### config.mk
export PLATFORM = sky130hd
export DESIGN_NAME = seg7_bcd_feeder
export DESIGN_NICKNAME = d
export VERILOG_FILES = /design/src/rtl/seg7_bcd_feeder.sv
export SDC_FILE = /design/constraint.sdc
export NUM_CORES = 1
export LEC_CHECK = 0
export BUFFER_PORTS_ARGS = -buffer_cell sky130_fd_sc_hd__buf_2
export CORE_MARGIN = 2
export CORE_UTILIZATION = 40
export DETAILED_ROUTE_END_ITERATION = 16
export SLEW_MARGIN = 20
export SYNTH_ARGS = -nofsm -noshare
export SYNTH_HDL_FRONTEND = slang
export SYNTH_SLANG_ARGS = --single-unit
### constraint.sdc
create_clock -name clk -period 2.6 [get_ports clk]
set_input_delay 0.26 -clock clk [delete_from_list [all_inputs] [get_ports clk]]
set_output_delay 0.26 -clock clk [all_outputs]
set_load 0.02 [all_outputs]
### src/rtl/seg7_bcd_feeder.sv
// Binary-to-BCD front end for a 4-digit seven-segment driver: double-dabble one bit per clock,
// with hex passthrough and an overflow code for decimal values above 9999.
module seg7_bcd_feeder #(
  parameter int unsigned IN_W     = 16,
  parameter logic [15:0] OVF_CODE = 16'hEEEE
) (
  input  logic            clk,
  input  logic            rst,
  input  logic            in_valid,
  output logic            in_ready,
  input  logic [IN_W-1:0] in_value,
  input  logic            hex_mode,
  output logic [15:0]     data,
  output logic            busy,
  output logic            done,
  output logic            ovf
);

  typedef enum logic [1:0] {S_IDLE = 2'd0, S_CONV = 2'd1, S_LOAD = 2'd2} state_t;
  typedef enum logic [1:0] {K_DEC = 2'd0, K_HEX = 2'd1, K_OVF = 2'd2} kind_t;

  localparam int unsigned     CNT_W    = $clog2(IN_W + 1);
  localparam logic [IN_W-1:0] DEC_MAX  = IN_W'(16'd9999);
  localparam logic [CNT_W-1:0] CNT_INIT = CNT_W'(IN_W);

  // Shift-add-3 correction: every BCD nibble of 5 or more gets +3 before the shift.
  function automatic logic [15:0] add3_nibbles(input logic [15:0] bcd);
    logic [15:0] res;
    res = 16'h0000;
    for (int i = 0; i < 4; i++) begin
      if (bcd[4*i +: 4] >= 4'd5) begin
        res[4*i +: 4] = bcd[4*i +: 4] + 4'd3;
      end else begin
        res[4*i +: 4] = bcd[4*i +: 4];
      end
    end
    return res;
  endfunction

  state_t           r_state;
  state_t           w_next;
  kind_t            r_kind;
  logic [IN_W-1:0]  r_bin;
  logic [15:0]      r_bcd;
  logic [15:0]      r_hex;
  logic [CNT_W-1:0] r_cnt;

  logic        w_accept;
  logic        w_too_big;
  logic [15:0] w_in_ext;
  logic [15:0] w_bcd_adj;

  assign w_accept  = in_valid & in_ready;
  assign w_too_big = (in_value > DEC_MAX);
  assign w_in_ext  = 16'(in_value);
  assign w_bcd_adj = add3_nibbles(r_bcd);

  // State register
  always_ff @(posedge clk or posedge rst) begin
    if (rst) begin
      r_state <= S_IDLE;
    end else begin
      r_state <= w_next;
    end
  end

  // Next-state logic
  always_comb begin
    w_next = S_IDLE;
    case (r_state)
      S_IDLE: begin
        if (w_accept) begin
          w_next = (hex_mode || w_too_big) ? S_LOAD : S_CONV;
        end else begin
          w_next = S_IDLE;
        end
      end
      S_CONV: begin
        if (r_cnt == CNT_W'(1)) begin
          w_next = S_LOAD;
        end else begin
          w_next = S_CONV;
        end
      end
      S_LOAD:  w_next = S_IDLE;
      default: w_next = S_IDLE;
    endcase
  end

  // Handshake outputs decoded from the state register
  always_comb begin
    in_ready = 1'b0;
    busy     = 1'b1;
    if (r_state == S_IDLE) begin
      in_ready = 1'b1;
      busy     = 1'b0;
    end else begin
      in_ready = 1'b0;
      busy     = 1'b1;
    end
  end

  // Conversion scratch: capture on accept, then shift one binary bit into the BCD digits per edge
  always_ff @(posedge clk or posedge rst) begin
    if (rst) begin
      r_kind <= K_DEC;
      r_bin  <= '0;
      r_bcd  <= 16'h0000;
      r_hex  <= 16'h0000;
      r_cnt  <= '0;
    end else begin
      case (r_state)
        S_IDLE: begin
          if (w_accept) begin
            r_kind <= hex_mode ? K_HEX : (w_too_big ? K_OVF : K_DEC);
            r_hex  <= w_in_ext;
            r_bin  <= in_value;
            r_bcd  <= 16'h0000;
            r_cnt  <= CNT_INIT;
          end else begin
            r_cnt  <= r_cnt;
          end
        end
        S_CONV: begin
          r_bcd <= {w_bcd_adj[14:0], r_bin[IN_W-1]};
          r_bin <= {r_bin[IN_W-2:0], 1'b0};
          r_cnt <= r_cnt - CNT_W'(1);
        end
        default: begin
          r_cnt <= r_cnt;
        end
      endcase
    end
  end

  // Visible result: only written when leaving LOAD, so scratch never reaches the display
  always_ff @(posedge clk or posedge rst) begin
    if (rst) begin
      data <= 16'h0000;
      ovf  <= 1'b0;
      done <= 1'b0;
    end else begin
      done <= (r_state == S_LOAD);
      if (r_state == S_LOAD) begin
        case (r_kind)
          K_HEX: begin
            data <= r_hex;
            ovf  <= 1'b0;
          end
          K_OVF: begin
            data <= OVF_CODE;
            ovf  <= 1'b1;
          end
          default: begin
            data <= r_bcd;
            ovf  <= 1'b0;
          end
        endcase
      end else begin
        data <= data;
        ovf  <= ovf;
      end
    end
  end

endmodule

---- Yosys cells after proc, flatten, opt, wreduce, memory -nomap -nowiden ----
Index checks and enable logic that the tools add are counted.
word-level totals
  flip-flop bits (word level) ............. 75
  latch bits .............................. 0
  RAM bits ................................ 0
  bits in read-only memories .............. 0
  bits of input ports ..................... 20
  logic and storage cells ................. 51
  memories ................................ 0
cells by class
  $add $sub $neg .......................... 5
  multiply operators ...................... 0
  divide/modulo/power cells ............... 0
  order comparisons ....................... 5
  equality and inequality tests ........... 6
  shifts and indexed selects .............. 0
  mux-type cells .......................... 20
  bitwise operators ....................... 1
  reduce and logical (&&, ||, !) cells .... 5
operator list
  operator                                                                 number
  16-bit case mux with 2 select lines                                      3
  16-bit 2-to-1 mux                                                        2
  4-bit by 3-bit >= comparator with 1-bit output (second input constant)   4
  16-bit by 14-bit > comparator with 1-bit output (second input constant)  1
  4-bit by 2-bit adder with 4-bit output (second input constant)           3
  4-bit 2-to-1 mux                                                         3
  2-bit 2-to-1 mux                                                         5
  5-bit case mux with 2 select lines                                       1
  5-bit by 1-bit == test with 1-bit output (second input constant)         1
  5-bit 2-to-1 mux                                                         1
  5-bit by 1-bit subtractor with 5-bit output (second input constant)      1
  2-bit by 1-bit == test with 1-bit output (second input constant)         2
  2-bit == test (second input constant)                                    2
  2-bit case mux with 2 select lines                                       1
  2-bit AND reduction                                                      2
  3-bit by 2-bit adder with 3-bit output (second input constant)           1
  1-bit 2-to-1 mux                                                         3
  3-bit 2-to-1 mux                                                         1
  2-bit logical NOT                                                        1
  2-bit != test (second input constant)                                    1
  2-bit nonzero test                                                       1
  1-bit bitwise AND                                                        1
  1-bit logical OR                                                         1

---- Depth between registers and ports, before layout ----
  depth in word-level cells ............... 5
  depth in mapped cells ................... 8

---- Worst setup path after synthesis ----
Ideal clock, no wire load.
  kind .................................... flip-flop to flip-flop
  from .................................... reg r_bcd[0]
  to ...................................... reg r_bcd[2]
  setup time .............................. 0.083 ns
  data arrival time ....................... 1.404 ns
  required time ........................... 2.517 ns
  path slack .............................. 1.113 ns
  cell stages (with the launch flop) ...... 7
  path buffers ............................ 0
  period minus slack after synthesis ...... 1.487 ns
  path through ............................ dfrtp_1 -> inv_1 -> ha_1 -> nand2b_1 -> a21oi_1 -> mux2_2 -> o21ai_0
on the way
  word-level cells in the longest chain between the ends .. 3
  elaborated cells on any way between the ends .. 4
ends and longest elaborated chain
  element                                                                                                   line    RTL
  start, declared                                                                                           44      logic [15:0] r_bcd;
  start signal, assigned                                                                                    125     r_bcd <= {w_bcd_adj[14:0], r_bin[IN_W-1]};
  4-bit by 2-bit adder with 4-bit output or 4-bit by 3-bit >= comparator with 1-bit output (tied branches)  32, 31
  4-bit 2-to-1 mux *                                                                                        31      if (bcd[4*i +: 4] >= 4'd5) begin
  16-bit case mux with 2 select lines *                                                                     112     case (r_state)
Mark *: on every way between the ends. The rest lies on a longest branch, timed or not.
A chain may end at the register's enable or synchronous reset.

---- Worst setup path in the final report ----
  from .................................... reg r_bcd[8]
  to ...................................... reg r_bcd[10]
The elaborated chain is that of the path after synthesis.

==> impl_metrics.csv <==
group,metric,value,unit
finish,multi_input_comb_area,0.00153,sq mm
power,p_leak,1.96,nW
logic_synthesis,yosys_warnings,0,
setup_path,crit_fanout,5,
finish,syn2layout_area_growth,14.8,%
power,ir_worst_vdd,345,uV
grt,antenna_found_initial,0,
setup_path,path_class,"reg2reg",
route,wl_per_cell,14.0,um
logic_synthesis,synth_area,0.00357,sq mm
setup_path,cp_data_arrival_time,1.99,ns
logic_synthesis,synth-simple-area-share,19.0,%
worst_hold_path,holdCritPathClass,"in2reg",
grt,track_usage,17.5,%
finish,nFillCells,870,
sta,final.setup_skew,0.0101,ns
place,post-place-ws,0.901,ns
route,routed_wl,7600,um
logic_synthesis,synthMuxAreaShare,1.86,%
cts,cts_tree,"done",
logic_synthesis,synth_top_family_by_area,"simple AND/OR/NAND/NOR gates",
logic_synthesis,ys_seq_elements,75,
finish,antenna_cells,0,
setup_path,critPathMaxStageDelay,0.44,ns
sta,grt_setup_unrepaired,"false",
cts,worstSkewPairLatency,0.35,ns
logic_synthesis,synth_compound_area_share,16.4,%
sta,finalMaxSlewViolations,0,
sta,worstMarginPinSlew,0.627,ns
sta,fin_setup_tns,0,ns
cts,clock_sink_count,75,
grt,grt_pass1_wl,13800,um
setup_path,cp_num_cells,6,
die,start_util,41.2,%
setup_path,cp-startpoint,"r_bcd[8]",
cts,postCtsSetupRepairBufs,0,
cts,cts.clk_slew.worst_paths,0.08,ns
setup_path,critPathLaunchType,"flop",
setup_path,reg2reg_depth,6,
setup_path,crit-reg2reg-launch,"r_bcd[8]",
setup_path,worst_ep_required_time,2.87,ns
status,status,"finished clean",
cts,htree_levels,3,
die,io_pins,40,
sta,setup_violations,0,
sta,whs,0.128,ns
place,dp_cells,524,
finish,drive_gt1_share,17.6,%
setup_path,crit_end,"r_bcd[10]",
finish,nets,460,
route,ant_nets,0,
grt,overflow,0,
cts,clk_root_buffer_cell,"clkbuf_8",
setup_path,endpoint_kind,"flop",
setup_path,crit_chain,"inv_1 -> ha_1 -> nand2b_1 -> a21oi_1 -> mux2_2 -> o21ai_0",
logic_synthesis,synthesis.nets,425,
sta,max_freq,0.579,GHz
setup_path,cp_top_family,"flip-flops",
sta,finalWorstSetupSlack,0.874,ns
route,drt_iter0_drc,175,
route,first_pass_iters,4,
power,p_per_area,807,mW/mm^2
setup_path,critPathBufInv,1,
logic_synthesis,syn_inst,393,
logic_synthesis,yosysSeqAreaShare,52.5,%
route,viasPerCell,5.09,
route,vias,2755,
logic_synthesis,synth-xor-area-share,0.980,%
logic_synthesis,ys.flop_type,"dfrtp_1",
cts,cts_resized,0,
sta,fin_crit,1.73,ns
sta,hold_violations,0,
job,maxCapViolCount,0,
die,die_area,0.00971,sq mm
die,die_y,98.5,um
grt,grt_pass1_vias,2851,
route,drc_errors,0,
logic_synthesis,synth_fa_ha_area_share,4.20,%
die,core,0.00868,sq mm
setup_path,cp_slowest_cell,"dfrtp_1",
sta,slew_headroom,58.2,%
cts,cts_buffers,9,
logic_synthesis,synth_edf_count,0,
logic_synthesis,synth_cell_type_count,36,
finish,seqCellArea,0.00188,sq mm
setup_path,reg2reg_to,"r_bcd[10]",
place,io_buffers,39,
cts,cts_max_path_buffers,2,
finish,finalNonFillerCells,541,
logic_synthesis,synth.avg_cell_area,9.10,sq um
sta,fin_crit_sh,66.4,%
die,row_count,34,
setup_path,worst-r2r-setup-slack,0.87,ns
logic_synthesis,async_reset_ff_share,100,%
grt,grt_max_degree,76,
place,gp_congestion,0.806,
place,dp_hpwl,5170,um
die,die_w,98.5,um
==> report_power, final <==
part | total [mW] | internal, mW | switching, mW
combinational | 0.796 | 0.271 | 0.525
clock | 1.00 | 0.566 | 0.435
sequential | 1.52 | 1.39 | 0.127
total | 3.31 | 2.23 | 1.09
==> placed cells by master, fill, tap and decap left out, types with 2 or more instances in the layout <==
master	Yosys	layout
a21oi_1	35	35
a22o_1	3	3
a22oi_1	15	15
a32o_1	4	4
buf_2	13	39
buf_4	2	8
bufinv_16	0	2
clkbuf_8	0	10
clkinvlp_4	0	2
dfrtp_1	75	75
ha_1	12	12
inv_1	15	14
mux2_2	5	5
nand2_1	102	102
nand2b_1	6	6
nand3_1	14	14
nor2_1	20	20
nor3b_1	3	3
o21ai_0	34	34
o21ai_1	2	2
o31ai_1	5	5
xnor2_1	4	4
==> per-layer routing <==
layer	up-vias	part of all wire, %	GRT usage (%)	wire (um)
met4	0	1.3	6.22	102
li1	1399	-	-	-
met2	43	45	26.6	3420
met1	1304	51	25.3	3840
met5	-	0	0	0
met3	9	3.1	3.12	237
==> worst min-delay path by stage <==
| stage | start | to | depth (start not counted) |
|---|---|---|---|
| global route | in_value[3] | r_hex[3] | 3 |
| finish | in_value[1] | r_hex[1] | 3 |
| global placement | rst | done | 3 |
| detailed placement | rst | done | 3 |
| floorplan | in_value[0] | r_hex[0] | 2 |
| CTS | in_value[2] | r_hex[2] | 3 |
==> cells in the mapped netlist, drive strengths merged (3+ instances only) <==
master,instances,area [sq um]
a21oi,35,175
o21ai,36,180
o31ai,5,37.5
dfrtp,75,1880
nand2,103,394
ha,12,150
mux2,5,56.3
inv,15,56.3
a22oi,15,113
a32o,4,40.0
nor3b,4,35.0
buf,17,95.1
nor2,21,86.3
nand2b,6,37.5
xnor2,4,35.0
clkbuf,8,30.0
nand3,14,70.1
a22o,3,26.3
==> registers in the layout, indices dropped and copies added (netlist names) <==
name,count
r_hex,16
data,16
r_bin,16
r_kind,2
ovf,1
done,1
r_cnt,5
r_bcd,16
r_state,2
==> per-stage QoR <==
stage	total power [mW]	area [sq um]	utilization, %
after floorplan	2.10	3570	-
after global placement	2.33	3870	44.6
after detailed placement	2.35	3870	44.6
after CTS	3.37	4110	47.3
after global routing	3.56	4110	47.3
final	3.31	4110	47.3
==> timing repair <==
action | CTS | global route
endpoints found under the hold margin | 2 | 0
hold buffers | 1 | 0
endpoints found under the setup margin | 0 | 0
==> worst register-to-register path, delay by kind of cell, from the launching register on <==
family	cells	cell delay, ns
and+or+nand+nor	1	0.10
adders and majority gates	1	0.22
muxes	1	0.38
DFF	1	0.44
buffers and inverters	1	0.12
AOI/OAI and AO/OA	2	0.40
==> layout make-up <==
type / instances / share of cell area [%]
clock buffer: 10 / 3.35
tap: 108 / 3.29
timing repair buffer: 49 / 6.95
sequential: 75 / 45.7
inverter: 15 / 1.37
multi-input combinational: 278 / 37.2
clock inverter: 6 / 2.16
==> cells by family (layout without fill, tap and decap cells) <==
logic type,after synthesis,count (layout)
AND/OR/NAND/NOR,156,156
AO/OA/AOI/OAI,100,100
flip-flops,75,75
buffers and inverters,40,80
adder cells (fa/ha/maj),12,12
multiplexers,6,6
XOR/XNOR,4,4
(Power assumes the default switching activity.)
